File: src/rtl/sti_serial_receiver_if.sv
// Bundles the STI serial input, frame config and recovered-word handshake.
// The bench drives through master; the receiver connects as slave.
interface sti_serial_receiver_if;
  logic        si_data;
  logic        si_valid;
  logic [1:0]  cfg_length;
  logic        cfg_msb;
  logic        cfg_low;
  logic        cfg_fill;
  logic        po_ready;
  logic [15:0] po_data;
  logic        po_valid;
  logic        po_err;
  logic        po_ovf;
  logic [7:0]  frame_cnt;

  modport master (
    output si_data, si_valid, cfg_length, cfg_msb, cfg_low, cfg_fill, po_ready,
    input  po_data, po_valid, po_err, po_ovf, frame_cnt
  );

  modport slave (
    input  si_data, si_valid, cfg_length, cfg_msb, cfg_low, cfg_fill, po_ready,
    output po_data, po_valid, po_err, po_ovf, frame_cnt
  );
endinterface

File: src/rtl/sti_serial_receiver.sv
// STI serial receiver: deserialises 8/16/24/32-bit frames, recovers the 16-bit
// word and queues it in a 2-entry output buffer with valid/ready handshake.
module sti_serial_receiver (
  input  logic                  clk,
  input  logic                  reset,
  sti_serial_receiver_if.slave  bus
);

  localparam int unsigned SR_W   = 32;
  localparam int unsigned CNT_W  = 6;
  localparam int unsigned WORD_W = 16;
  localparam int unsigned FC_W   = 8;

  typedef enum logic {IDLE, RECV} state_e;

  state_e              state_q, state_d;
  logic [SR_W-1:0]     sr_q, sr_d;
  logic [CNT_W-1:0]    cnt_q, cnt_d;
  logic [1:0]          len_q, len_d;
  logic                msb_q, msb_d;
  logic                low_q, low_d;
  logic                fill_q, fill_d;
  logic [WORD_W-1:0]   ent0_q, ent0_d;
  logic [WORD_W-1:0]   ent1_q, ent1_d;
  logic [1:0]          occ_q, occ_d;
  logic                valid_q, valid_d;
  logic                err_q, err_d;
  logic                ovf_q, ovf_d;
  logic [FC_W-1:0]     fcnt_q, fcnt_d;

  logic [CNT_W-1:0]    exp_n;
  logic [WORD_W-1:0]   word;
  logic                push;
  logic                pop;
  logic [1:0]          occ_n;

  always_ff @(posedge clk or negedge reset) begin
    if (!reset) begin
      state_q <= IDLE;
      sr_q    <= '0;
      cnt_q   <= '0;
      len_q   <= '0;
      msb_q   <= 1'b0;
      low_q   <= 1'b0;
      fill_q  <= 1'b0;
      ent0_q  <= '0;
      ent1_q  <= '0;
      occ_q   <= '0;
      valid_q <= 1'b0;
      err_q   <= 1'b0;
      ovf_q   <= 1'b0;
      fcnt_q  <= '0;
    end else begin
      state_q <= state_d;
      sr_q    <= sr_d;
      cnt_q   <= cnt_d;
      len_q   <= len_d;
      msb_q   <= msb_d;
      low_q   <= low_d;
      fill_q  <= fill_d;
      ent0_q  <= ent0_d;
      ent1_q  <= ent1_d;
      occ_q   <= occ_d;
      valid_q <= valid_d;
      err_q   <= err_d;
      ovf_q   <= ovf_d;
      fcnt_q  <= fcnt_d;
    end
  end

  // Expected bit count and word placement come from the config latched at frame start
  always_comb begin
    exp_n = CNT_W'({len_q, 3'b000}) + CNT_W'(8);
    word  = '0;
    unique case (len_q)
      2'd0:    word = low_q ? {sr_q[7:0], 8'h00} : {8'h00, sr_q[7:0]};
      2'd1:    word = sr_q[15:0];
      2'd2:    word = fill_q ? sr_q[23:8]  : sr_q[15:0];
      default: word = fill_q ? sr_q[31:16] : sr_q[15:0];
    endcase
  end

  always_comb begin
    state_d = state_q;
    sr_d    = sr_q;
    cnt_d   = cnt_q;
    len_d   = len_q;
    msb_d   = msb_q;
    low_d   = low_q;
    fill_d  = fill_q;
    ent0_d  = ent0_q;
    ent1_d  = ent1_q;
    occ_d   = occ_q;
    fcnt_d  = fcnt_q;
    err_d   = 1'b0;
    ovf_d   = 1'b0;
    push    = 1'b0;
    pop     = valid_q & bus.po_ready;
    occ_n   = occ_q;

    unique case (state_q)
      IDLE: begin
        if (bus.si_valid) begin
          state_d = RECV;
          len_d   = bus.cfg_length;
          msb_d   = bus.cfg_msb;
          low_d   = bus.cfg_low;
          fill_d  = bus.cfg_fill;
          cnt_d   = CNT_W'(1);
          sr_d    = {{(SR_W-1){1'b0}}, bus.si_data};
        end
      end
      default: begin
        if (bus.si_valid) begin
          // Bits past the 32nd are counted (to flag the error) but not stored
          if (cnt_q < CNT_W'(SR_W)) begin
            if (msb_q) sr_d = {sr_q[SR_W-2:0], bus.si_data};
            else       sr_d[cnt_q[4:0]] = bus.si_data;
          end
          if (cnt_q != CNT_W'(33)) cnt_d = cnt_q + CNT_W'(1);
        end else begin
          state_d = IDLE;
          if (cnt_q == exp_n) push  = 1'b1;
          else                err_d = 1'b1;
        end
      end
    endcase

    // Pop first so a push into a full buffer that is draining this cycle lands
    if (pop) begin
      ent0_d = ent1_q;
      occ_n  = occ_q - 2'd1;
    end
    occ_d = occ_n;
    if (push) begin
      if (occ_n == 2'd0) begin
        ent0_d = word;
        occ_d  = 2'd1;
        fcnt_d = fcnt_q + FC_W'(1);
      end else if (occ_n == 2'd1) begin
        ent1_d = word;
        occ_d  = 2'd2;
        fcnt_d = fcnt_q + FC_W'(1);
      end else begin
        ovf_d  = 1'b1;
      end
    end
    valid_d = (occ_d != 2'd0);
  end

  assign bus.po_data   = ent0_q;
  assign bus.po_valid  = valid_q;
  assign bus.po_err    = err_q;
  assign bus.po_ovf    = ovf_q;
  assign bus.frame_cnt = fcnt_q;

endmodule
File: src/flat_wrapper.sv
// flat-port wrapper written by rule: the top's interface ports become plain ports
module sti_serial_receiver_flat 
  (clk, reset, bus_si_data, bus_si_valid, bus_cfg_length, bus_cfg_msb, bus_cfg_low, bus_cfg_fill, bus_po_ready, bus_po_data, bus_po_valid, bus_po_err, bus_po_ovf, bus_frame_cnt);
  sti_serial_receiver_if bus_i ();
  input  logic clk;
  input  logic reset;
  input wire logic [$bits(bus_i.si_data)-1:0] bus_si_data;
  input wire logic [$bits(bus_i.si_valid)-1:0] bus_si_valid;
  input wire logic [$bits(bus_i.cfg_length)-1:0] bus_cfg_length;
  input wire logic [$bits(bus_i.cfg_msb)-1:0] bus_cfg_msb;
  input wire logic [$bits(bus_i.cfg_low)-1:0] bus_cfg_low;
  input wire logic [$bits(bus_i.cfg_fill)-1:0] bus_cfg_fill;
  input wire logic [$bits(bus_i.po_ready)-1:0] bus_po_ready;
  output wire logic [$bits(bus_i.po_data)-1:0] bus_po_data;
  output wire logic [$bits(bus_i.po_valid)-1:0] bus_po_valid;
  output wire logic [$bits(bus_i.po_err)-1:0] bus_po_err;
  output wire logic [$bits(bus_i.po_ovf)-1:0] bus_po_ovf;
  output wire logic [$bits(bus_i.frame_cnt)-1:0] bus_frame_cnt;
  assign bus_i.si_data = bus_si_data;
  assign bus_i.si_valid = bus_si_valid;
  assign bus_i.cfg_length = bus_cfg_length;
  assign bus_i.cfg_msb = bus_cfg_msb;
  assign bus_i.cfg_low = bus_cfg_low;
  assign bus_i.cfg_fill = bus_cfg_fill;
  assign bus_i.po_ready = bus_po_ready;
  assign bus_po_data = bus_i.po_data;
  assign bus_po_valid = bus_i.po_valid;
  assign bus_po_err = bus_i.po_err;
  assign bus_po_ovf = bus_i.po_ovf;
  assign bus_frame_cnt = bus_i.frame_cnt;
  sti_serial_receiver u_core (.clk(clk), .reset(reset), .bus(bus_i));
endmodule
File: config.mk
export PLATFORM = sky130hd
export DESIGN_NAME = sti_serial_receiver_flat
export DESIGN_NICKNAME = d
export VERILOG_FILES = /design/src/rtl/sti_serial_receiver_if.sv /design/src/rtl/sti_serial_receiver.sv /design/src/flat_wrapper.sv
export SDC_FILE = /design/constraint.sdc
export NUM_CORES = 1
export LEC_CHECK = 0
export CORE_ASPECT_RATIO = 1.75
export CORE_MARGIN = 10
export CORE_UTILIZATION = 40
export CTS_BUF_LIST = sky130_fd_sc_hd__clkbuf_4 sky130_fd_sc_hd__clkbuf_8
export DETAILED_ROUTE_END_ITERATION = 10
export PLACE_DENSITY = 0.67
export SKIP_LAST_GASP = 1
export SLEW_MARGIN = 10
export SYNTH_ARGS = -nofsm -noshare
export SYNTH_HDL_FRONTEND = slang
export SYNTH_SLANG_ARGS = --single-unit
File: constraint.sdc
create_clock -name clk -period 4.2 [get_ports clk]
set_input_delay 0.63 -clock clk [delete_from_list [all_inputs] [get_ports clk]]
set_output_delay 0.63 -clock clk [all_outputs]
set_load 0.1 [all_outputs]
* Yosys cells after proc, flatten, opt, wreduce, memory -nomap -nowiden
Cells that the tools add are included.
Word-level totals: register bits 89, input port bits 10, output and inout port bits 27, word-level logic and storage cells 76
Cells by class: add/subtract/negate cells 4, order comparisons 3, equality and inequality tests 7, mux-type cells 35, bitwise logic cells 3, reduce and logical (&&, ||, !) cells 10
Operators by type and width (number):
- 32-bit 2-to-1 mux | 5
- 16-bit 2-to-1 mux | 6
- 16-bit case mux with 3 select lines | 1
- 32-bit bitwise mux | 1
- 6-bit 2-to-1 mux | 4
- 8-bit 2-to-1 mux | 2
- 1-bit 2-to-1 mux | 11
- 8-bit by 1-bit adder with 8-bit output, second input constant | 1
- 2-bit 2-to-1 mux | 4
- 2-bit AND reduction | 4
- 5-bit by 4-bit adder with 6-bit output, second input constant | 1
- 6-bit by 1-bit adder with 6-bit output, second input constant | 1
- 6-bit == test | 1
- 5-bit by 6-bit < comparator with 1-bit output, second input constant | 1
- 6-bit < comparator, second input constant | 1
- 6-bit inequality test, second input constant | 1
- 1-bit demux with 5-bit select | 1
- 5-bit by 1-bit greater-or-equal comparator with 1-bit output, second input constant | 1
- 2-bit by 1-bit == test with 1-bit output, second input constant | 2
- 2-bit logical NOT | 2
- 2-bit inequality test, second input constant | 2
- 2-bit nonzero test | 2
- 3-bit AND reduction | 1
- 2-bit == test, second input constant | 1
- other kinds (4) | 5

* Logic depth before layout (Yosys ltp)
Gate-level depths: netlist of the first run.
word-level depth 9, mapped depth 9, gate-level depth less buffers 8

* Worst setup path before layout of the first run
OpenSTA, ideal clock, no wires.
path kind register -> register, from register u_core.valid_q (netlist: u_core.bus.po_valid), to register u_core.fcnt_q[7] (netlist: u_core.bus.frame_cnt[7]), setup time 0.158 ns, data arrival time 2.855 ns, required time 4.042 ns, slack 1.188 ns, stages on the path, launching flop included 10, buffers on the path 1, period minus slack after synthesis 3.012 ns, path through dfrtp_1 > nand2_1 > o21a_1 > nor2_1 > ha_1 > or2_2 > clkbuf_1 > and3_1 > nand4_1 > xnor2_1
On the way: longest elaborated chain between the ends 5, elaborated cells on any way between the ends 7, those cells by class eq/ne: 1; mux: 2; bitwise: 1; reduce/logical: 3
RTL lines:
- start: declaration | line sti_serial_receiver.sv:26 | logic valid_q, valid_d;
- start signal: assignment | line sti_serial_receiver.sv:64 | valid_q <= valid_d;
- 1-bit bitwise AND (*) | line sti_serial_receiver.sv:98 | pop = valid_q & bus.po_ready;
- 2-bit 2-to-1 mux (*) | line sti_serial_receiver.sv:130 | if (pop) begin
- 2-bit by 1-bit == test with 1-bit output / 2-bit logical NOT (equally long branches) | line sti_serial_receiver.sv:140, sti_serial_receiver.sv:136
- 2-bit nonzero test (no source line)
- 2-bit AND reduction (no source line)
- end signal: assignment | line sti_serial_receiver.sv:67 | fcnt_q <= fcnt_d;
- end: declaration | line sti_serial_receiver.sv:29 | logic [FC_W-1:0] fcnt_q, fcnt_d;
Mark *: on every way between the ends. The rest lies on a longest branch, timed or not. A chain may end at the register's enable or synchronous reset.

* Worst setup path in the final report of the first run
from register u_core.cnt_q[1], to register u_core.ent1_q[13]
On the way: longest elaborated chain between the ends 5
RTL lines:
- start: declaration | line sti_serial_receiver.sv:18 | logic [CNT_W-1:0] cnt_q, cnt_d;
- start signal: assignment | line sti_serial_receiver.sv:56 | cnt_q <= cnt_d;
- 6-bit == test | line sti_serial_receiver.sv:123 | if (cnt_q == exp_n) push = 1'b1;
- 1-bit 2-to-1 mux | line sti_serial_receiver.sv:123
- 1-bit 2-to-1 mux | line sti_serial_receiver.sv:114 | if (bus.si_valid) begin
- 1-bit 2-to-1 mux | line sti_serial_receiver.sv:101 | unique case (state_q)
- 3-bit AND reduction (no source line)
- end signal: assignment | line sti_serial_receiver.sv:62 | ent1_q <= ent1_d;
- end: declaration | line sti_serial_receiver.sv:24 | logic [WORD_W-1:0] ent1_q, ent1_d;
Every way passes these cells.

==> insert_results.sql, run 1 <==
INSERT INTO impl_metrics (metric_group, metric, value, unit) VALUES
('sta', 'max_slew.worst_pin.slew', '1.18', 'ns'),
('clock_tree', 'tritoncts', 'yes', ''),
('global_routing', 'grt_first_pass_wirelength', '23400', 'um'),
('setup_path', 'crit_type', 'register to register', ''),
('finish', 'area_growth', '11.2', '%'),
('drt', 'routedWlPerCell', '18.9', 'um'),
('die', 'initial_utilization', '0.406', ''),
('logic_synthesis', 'asr_flop_ratio_synth', '1.00', ''),
('sta', 'maxSlewHeadroom', '0.211', ''),
('placed_design', 'hpwlAfterDp', '10200', 'um'),
('logic_synthesis', 'netlist_top_cells_area', 'sky130_fd_sc_hd__dfrtp_1, sky130_fd_sc_hd__a21oi_1, sky130_fd_sc_hd__mux2i_1, sky130_fd_sc_hd__mux2_2, sky130_fd_sc_hd__a22oi_1', ''),
('global_routing', 'grt_pass1_vias', '4428', ''),
('sta', 'rsz0062_at_grt', 'false', ''),
('sta', 'post-route-min-period', '2.84', 'ns'),
('logic_synthesis', 'post_synth_num_cell_types', '50', ''),
('setup_path', 'worstRegToRegCells', '6', ''),
('placed_design', 'numPortBuffers', '36', ''),
('pwr', 'leak', '2.66', 'nW'),
('finish', 'multiInputGateArea', '0.00289', 'mm^2'),
('setup_path', 'end_kind', 'register', ''),
('setup_path', 'rr_endpoint', 'u_core.ent1_q[13]', ''),
('sta', 'fmax', '352', 'MHz'),
('status', 'run_status', 'finished, final reports clean', ''),
('global_routing', 'gr-usage-all-layers', '0.155', ''),
('finish', 'layout.area.seq', '0.00223', 'mm^2'),
('pwr', 'power-per-cell-area', '547', 'mW/mm^2'),
('finish', 'post_layout_nonfiller_instances', '761', ''),
('drt', 'routed_via_density', '5.88', ''),
('clock_tree', 'clk_transition_reported_paths', '0.10', 'ns'),
('drt', 'totalWireLength', '14400', 'um'),
('clock_tree', 'cts_hold_buf', '0', ''),
('sta', 'timing.final.setup_violations', '0', ''),
('setup_path', 'regToRegStartpoint', 'u_core.cnt_q[1]', ''),
('finish', 'drive_above_1_share', '0.118', ''),
('hold_path', 'holdCritPathClass', 'input pin to async pin', ''),
('clock_tree', 'post_cts_buffers', '0', ''),
('die', 'die_x', '108', 'um'),
('clock_tree', 'cts_buffer_depth', '2', ''),
('logic_synthesis', 'synth_sequential_area_ratio', '0.412', ''),
('setup_path', 'worst_ep_required_time', '4.43', 'ns'),
('clock_tree', 'numClockSinks', '89', ''),
('sta', 'finalCritPeriodShare', '0.675', ''),
('logic_synthesis', 'yosys-top-cells-count', 'sky130_fd_sc_hd__a21oi_1, sky130_fd_sc_hd__dfrtp_1, sky130_fd_sc_hd__nand2_1', ''),
('setup_path', 'worst_setup_path_start_kind', 'register', ''),
('drt', 'detailedRoute.firstIterationViolations', '365', ''),
('die', 'rows', '56', ''),
('sta', 'final-max-slew-violation-count', '0', ''),
('die', 'die_y', '174', 'um'),
('logic_synthesis', 'synth.largest_area_cell', 'sky130_fd_sc_hd__dfrtp_1', ''),
('logic_synthesis', 'synth_top_flop_cell', 'sky130_fd_sc_hd__dfrtp_1', ''),
('logic_synthesis', 'syn_area', '0.00540', 'mm^2'),
('drt', 'antenna_left', '0', ''),
('finish', 'layout.filler_cells', '1289', ''),
('logic_synthesis', 'synth.yosys.warnings', '0', ''),
('clock_tree', 'cts_buffers', '9', ''),
('placed_design', 'gp_routability_congestion', '0.857', ''),
('sta', 'worst_clock_skew', '0.0154', 'ns'),
('pwr', 'worst_ir_drop_vdd', '0.162', 'mV'),
('sta', 'hold_violations', '0', ''),
('global_routing', 'grt_remaining_overflow', '0', ''),
('setup_path', 'r2r_slack', '1.36', 'ns'),
('drt', 'post-route-drc-count', '0', ''),
('logic_synthesis', 'synth-seq-cells', '89', ''),
('clock_tree', 'ctsRootBufferMaster', 'sky130_fd_sc_hd__clkbuf_8', ''),
('logic_synthesis', 'syn_area_per_cell', '9.26', 'um^2'),
('finish', 'antenna-diode-count', '0', ''),
('die', 'design.die.area', '0.0187', 'mm^2'),
('logic_synthesis', 'synth_nets', '606', ''),
('clock_tree', 'cts_max_level', '3', ''),
('drt', 'drt_first_pass_iters', '5', ''),
('logic_synthesis', 'synth_top_area_share', '0.412', '');
==> through the flow <==
stage	worst slack, ns	hold WS (ns)	total power, W	utilization	cell area [um^2]
global route	1.12	0.368	0.00345	0.451	6010
detailed placement	1.00	0.475	0.00262	0.434	5780
floorplan	1.19	0.334	0.00227	-	5400
CTS	1.35	0.332	0.00330	0.451	6010
finish	1.36	0.315	0.00329	0.451	6010
global placement	1.10	0.465	0.00258	0.434	5780
==> logic make-up after synthesis <==
family                   share of synthesized area
AO/OA/AOI/OAI                                0.180
AND/OR/NAND/NOR                              0.154
XOR/XNOR                                    0.0195
flip-flops                                   0.412
multiplexers                                 0.151
adder cells (fa/ha/maj)                     0.0301
buffers and inverters                       0.0526
==> per-layer routing <==
| metal | share of wire | vias to the layer above | routed length [um] | track usage |
|---|---|---|---|---|
| met3 | 0.044 | 50 | 631 | 0.0302 |
| li1 | - | 2071 | - | - |
| met2 | 0.52 | 134 | 7450 | 0.261 |
| met4 | 0.063 | 0 | 907 | 0.109 |
| met1 | 0.38 | 2221 | 5400 | 0.166 |
| met5 | 0 | - | 0 | 0 |
==> power by group <==
group / internal [W] / switching (W) / leakage [nW] / total (W)
Sequential: 0.00104 / 0.000179 / 1.20 / 0.00121
Combinational: 0.000403 / 0.000992 / 1.35 / 0.00139
Clock: 0.000353 / 0.000324 / 0.113 / 0.000677
==> final cells by class <==
class / count / area share
clock buffers: 10 / 0.0229
multi-input cells: 430 / 0.481
clock inverters: 6 / 0.0150
repair buffers: 43 / 0.0683
flip-flops and latches: 89 / 0.371
inverters: 9 / 0.00562
well taps: 174 / 0.0362
==> worst max-delay path by stage <==
stage                               to                start  depth (start not counted)
2_1_floorplan  u_core.bus.frame_cnt[7]  u_core.bus.po_valid                          9
3_3_place_gp         u_core.ent1_q[14]         bus_si_valid                          5
3_5_place_dp         u_core.ent1_q[13]         bus_si_valid                          5
4_1_cts              u_core.ent1_q[10]      u_core.cnt_q[0]                          6
5_1_grt              u_core.ent1_q[10]      u_core.cnt_q[0]                          6
6_report             u_core.ent1_q[13]      u_core.cnt_q[1]                          6
==> cells in the final DEF (no fill, tap or decap), drive strengths merged, types with 2 or more instances in the layout <==
| cell type | synthesis | routed |
|---|---|---|
| a211oi | 2 | 2 |
| a21oi | 98 | 98 |
| a22oi | 30 | 30 |
| a32oi | 9 | 9 |
| and2 | 2 | 2 |
| and3 | 4 | 4 |
| and3b | 7 | 7 |
| buf | 20 | 8 |
| bufinv | 0 | 2 |
| clkbuf | 35 | 10 |
| clkdlybuf4s50 | 0 | 35 |
| clkinv | 1 | 3 |
| dfrtp | 89 | 89 |
| ha | 13 | 13 |
| inv | 8 | 9 |
| mux2 | 36 | 36 |
| mux2i | 41 | 41 |
| nand2 | 59 | 59 |
| nand2b | 10 | 10 |
| nand3 | 15 | 15 |
| nand4 | 4 | 4 |
| nor2 | 35 | 35 |
| nor2b | 10 | 10 |
| nor3 | 4 | 4 |
| nor3b | 4 | 4 |
| o21ai | 11 | 11 |
| o22ai | 9 | 9 |
| xnor2 | 7 | 7 |
| xor2 | 5 | 5 |
==> flip-flops by register name, summed over array words and instances, names as in the netlist <==
name / flops
u_core.sr_q: 32
u_core.state_q: 1
u_core.bus.frame_cnt: 8
u_core.bus.po_err: 1
u_core.len_q: 2
u_core.low_q: 1
u_core.bus.po_valid: 1
u_core.bus.po_ovf: 1
u_core.msb_q: 1
u_core.cnt_q: 6
u_core.ent1_q: 16
u_core.bus.po_data: 16
u_core.fill_q: 1
u_core.occ_q: 2
==> worst max-delay path, cell delays in order, from the launching register on <==
cell and delay (ns):
sky130_fd_sc_hd__dfrtp_1 0.44, sky130_fd_sc_hd__inv_1 0.13, sky130_fd_sc_hd__ha_1 0.47, sky130_fd_sc_hd__nand4bb_1 0.17, sky130_fd_sc_hd__and4bb_2 0.74, sky130_fd_sc_hd__and2_1 0.57
sky130_fd_sc_hd__a21oi_1 0.16
No activity file was read; power rests on OpenSTA's default activity.
==> run 2, diff against run 1 <==
PLACE_DENSITY = 0.69   (was 0.67)
clock period = 2.4 ns   (was 4.2 ns; I/O delays follow)
==> run 2 against run 1 <==
Sequential power grew 74%. Worst hold slack gained 0.18 ns. Sequential cell count is the same. Cell area grew 2.3%. Worst setup slack lost 1.0 ns. Critical path type unchanged.
==> insert_results.sql, run 2 (same netlist as run 1, synthesis figures left out) <==
INSERT INTO impl_metrics (metric_group, metric, value, unit) VALUES
('status', 'run_status', 'finished, final reports clean', ''),
('setup_path', 'rr_endpoint', 'u_core.bus.po_data[6]', ''),
('finish', 'final_net_count', '621', ''),
('finish', 'layout_commonest_cell', 'sky130_fd_sc_hd__a21oi_1', ''),
('sta', 'max_slew.worst_pin.slew', '0.626', 'ns'),
('global_routing', 'grtUsageMet1', '0.153', ''),
('sta', 'worst_clock_skew', '0.00912', 'ns'),
('global_routing', 'grt_first_pass_wirelength', '23100', 'um'),
('setup_path', 'r2r_slack', '0.32', 'ns'),
('drt', 'drt_first_pass_iters', '5', ''),
('finish', 'post_layout_nonfiller_instances', '777', ''),
('die', 'initial_utilization', '0.406', ''),
('sta', 'post-route-min-period', '2.08', 'ns'),
('global_routing', 'busiest_layer', 'met2', ''),
('clock_tree', 'cts_buffer_depth', '2', ''),
('placed_design', 'post-place-cells', '760', ''),
('setup_path', 'arrival', '2.36', 'ns'),
('global_routing', 'grt_antenna_before_repair', '0', ''),
('setup_path', 'crit_type', 'register to register', ''),
('finish', 'drive_above_1_share', '0.187', ''),
('hold_path', 'holdCritPathClass', 'input pin to async pin', ''),
('job', 'drv_cap', '0', ''),
('finish', 'area_growth', '13.8', '%'),
('setup_path', 'end_kind', 'register', ''),
('sta', 'timing.final.setup_violations', '0', ''),
('global_routing', 'gr-usage-all-layers', '0.152', ''),
('clock_tree', 'post_cts_buffers', '0', ''),
('drt', 'routedWlPerCell', '18.3', 'um'),
('pwr', 'leak', '2.83', 'nW'),
('finish', 'largest_register', 'u_core.sr_q', ''),
('finish', 'antenna-diode-count', '0', ''),
('clock_tree', 'clk_transition_reported_paths', '0.09', 'ns'),
('clock_tree', 'ctsRootBufferMaster', 'sky130_fd_sc_hd__clkbuf_8', ''),
('placed_design', 'dpl-instance-area', '0.00589', 'mm^2'),
('placed_design', 'hpwlAfterDp', '10400', 'um'),
('pwr', 'power-per-cell-area', '962', 'mW/mm^2'),
('drt', 'routed_via_density', '5.81', ''),
('setup_path', 'worstRegToRegCells', '6', ''),
('global_routing', 'met3_usage', '0.0242', ''),
('die', 'design.die.area', '0.0187', 'mm^2'),
('sta', 'hold_violations', '0', ''),
('finish', 'layout.cells.most_common_list', 'sky130_fd_sc_hd__a21oi_1, sky130_fd_sc_hd__dfrtp_1, sky130_fd_sc_hd__nand2_1', ''),
('die', 'top_level_ports', '37', ''),
('die', 'rows', '56', ''),
('placed_design', 'numPortBuffers', '36', ''),
('drt', 'post-route-drc-count', '0', ''),
('drt', 'detailedRoute.firstIterationViolations', '347', ''),
('global_routing', 'global_routing_met2_resource_utilization', '0.277', ''),
('sta', 'finalCritPeriodShare', '0.867', ''),
('sta', 'maxSlewHeadroom', '0.583', ''),
('drt', 'antenna_left', '0', ''),
('sta', 'final-max-slew-violation-count', '0', ''),
('pwr', 'worst_ir_drop_vdd', '0.308', 'mV'),
('sta', 'rsz0062_at_grt', 'false', ''),
('finish', 'largest_register_ffs', '32', ''),
('global_routing', 'grt_start_max_net_pins', '42', ''),
('drt', 'totalWireLength', '14200', 'um'),
('setup_path', 'critPathMaxFanout', '9', ''),
('clock_tree', 'cts_resized', '0', ''),
('setup_path', 'worst_ep_required_time', '2.68', 'ns'),
('finish', 'total_non_filler_cell_area_in_the_finished_layout', '0.00614', 'mm^2'),
('sta', 'fmax', '481', 'MHz'),
('clock_tree', 'cts_buffers', '9', ''),
('setup_path', 'origin_of_the_worst_setup_path', 'u_core.len_q[1]', ''),
('clock_tree', 'cts_max_level', '3', ''),
('drt', 'dr_total_vias', '4517', ''),
('placed_design', 'gp_routability_congestion', '0.923', ''),
('die', 'core-area', '0.0133', 'mm^2'),
('setup_path', 'worst_setup_path_start_kind', 'register', ''),
('clock_tree', 'tritoncts', 'yes', ''),
('die', 'die_x', '108', 'um'),
('clock_tree', 'worstSkewPairLatency', '0.36', 'ns'),
('clock_tree', 'numClockSinks', '89', ''),
('die', 'die_y', '174', 'um'),
('global_routing', 'grt_remaining_overflow', '0', ''),
('setup_path', 'regToRegStartpoint', 'u_core.len_q[1]', ''),
('global_routing', 'grt_pass1_vias', '4550', '');
==> run 2: cell types whose count changed in the layout (fill, tap and decap cells not counted), moves of 2 or more <==
| cell | delta |
|---|---|
| sky130_fd_sc_hd__buf_4 | +38 |
| sky130_fd_sc_hd__clkdlybuf4s50_1 | -27 |
| sky130_fd_sc_hd__buf_12 | +4 |
| sky130_fd_sc_hd__clkinv_2 | +2 |
==> run 2: final cells by class <==
class,instances,area (um^2)
Clock buffer,10,138
Clock inverter,6,105
Fill cell,1239,7170
Inverter,9,33.8
Multi-Input combinational cell,430,2900
Sequential cell,89,2230
Tap cell,174,218
Timing Repair Buffer,59,515
==> run 2: worst max-delay path by stage <==
stage                                          to  slack [ns]  depth (start not counted)
after floorplan           u_core.bus.frame_cnt[7]        0.06                          9
after global placement    u_core.bus.frame_cnt[1]        0.03                          8
after detailed placement  u_core.bus.frame_cnt[1]       -0.02                          8
after CTS                   u_core.bus.po_data[6]        0.35                          6
after global routing        u_core.bus.po_data[6]        0.17                          6
final                       u_core.bus.po_data[6]        0.32                          6
==> run 2: routing by layer <==
metal  up-vias  share of wire  wire, um
met4         0          0.045       634
li1       2102              -         -
met2       145           0.55      7810
met1      2225           0.37      5210
met5         -              0         0
met3        45          0.041       586
==> run 2: repair_timing <==
action | CTS | global route
hold endpoints to repair | 34 | 0
setup endpoints to repair | 0 | 0
hold buffers | 1 | 0
==> run 2: report_power, final <==
group	internal (W)	total, W	switching [W]
Sequential	0.00182	0.00211	0.000289
Clock	0.000715	0.00125	0.000536
Combinational	0.000761	0.00255	0.00179
Total	0.00329	0.00591	0.00262
==> run 2: worst max-delay path, stage by stage, from the launching register on <==
cell and delay, ns:
sky130_fd_sc_hd__dfrtp_1 0.41, sky130_fd_sc_hd__inv_1 0.11, sky130_fd_sc_hd__ha_1 0.44, sky130_fd_sc_hd__inv_1 0.12
sky130_fd_sc_hd__a21oi_1 0.52, sky130_fd_sc_hd__a21oi_1 0.21, sky130_fd_sc_hd__mux2i_1 0.18
==> run 2: stage by stage <==
stage                     power, W  hold WS [ns]  setup slack (ns)   util  TNS, ns
after global placement     0.00460         0.341            0.0252  0.443        0
final                      0.00591         0.491             0.319  0.462        0
after CTS                  0.00595         0.491             0.348  0.462        0
after floorplan            0.00399        0.0644            0.0580      -        0
after global routing       0.00622         0.517             0.174  0.462        0
after detailed placement   0.00469         0.347           -0.0202  0.443  -0.0202
==> run 3, diff against run 2 <==
CAP_MARGIN = 5   (was default)
SLEW_MARGIN = 25   (was 10)
==> results of run 3 <==
No change in the layout: final DEF, timing and power equal those of run 2.
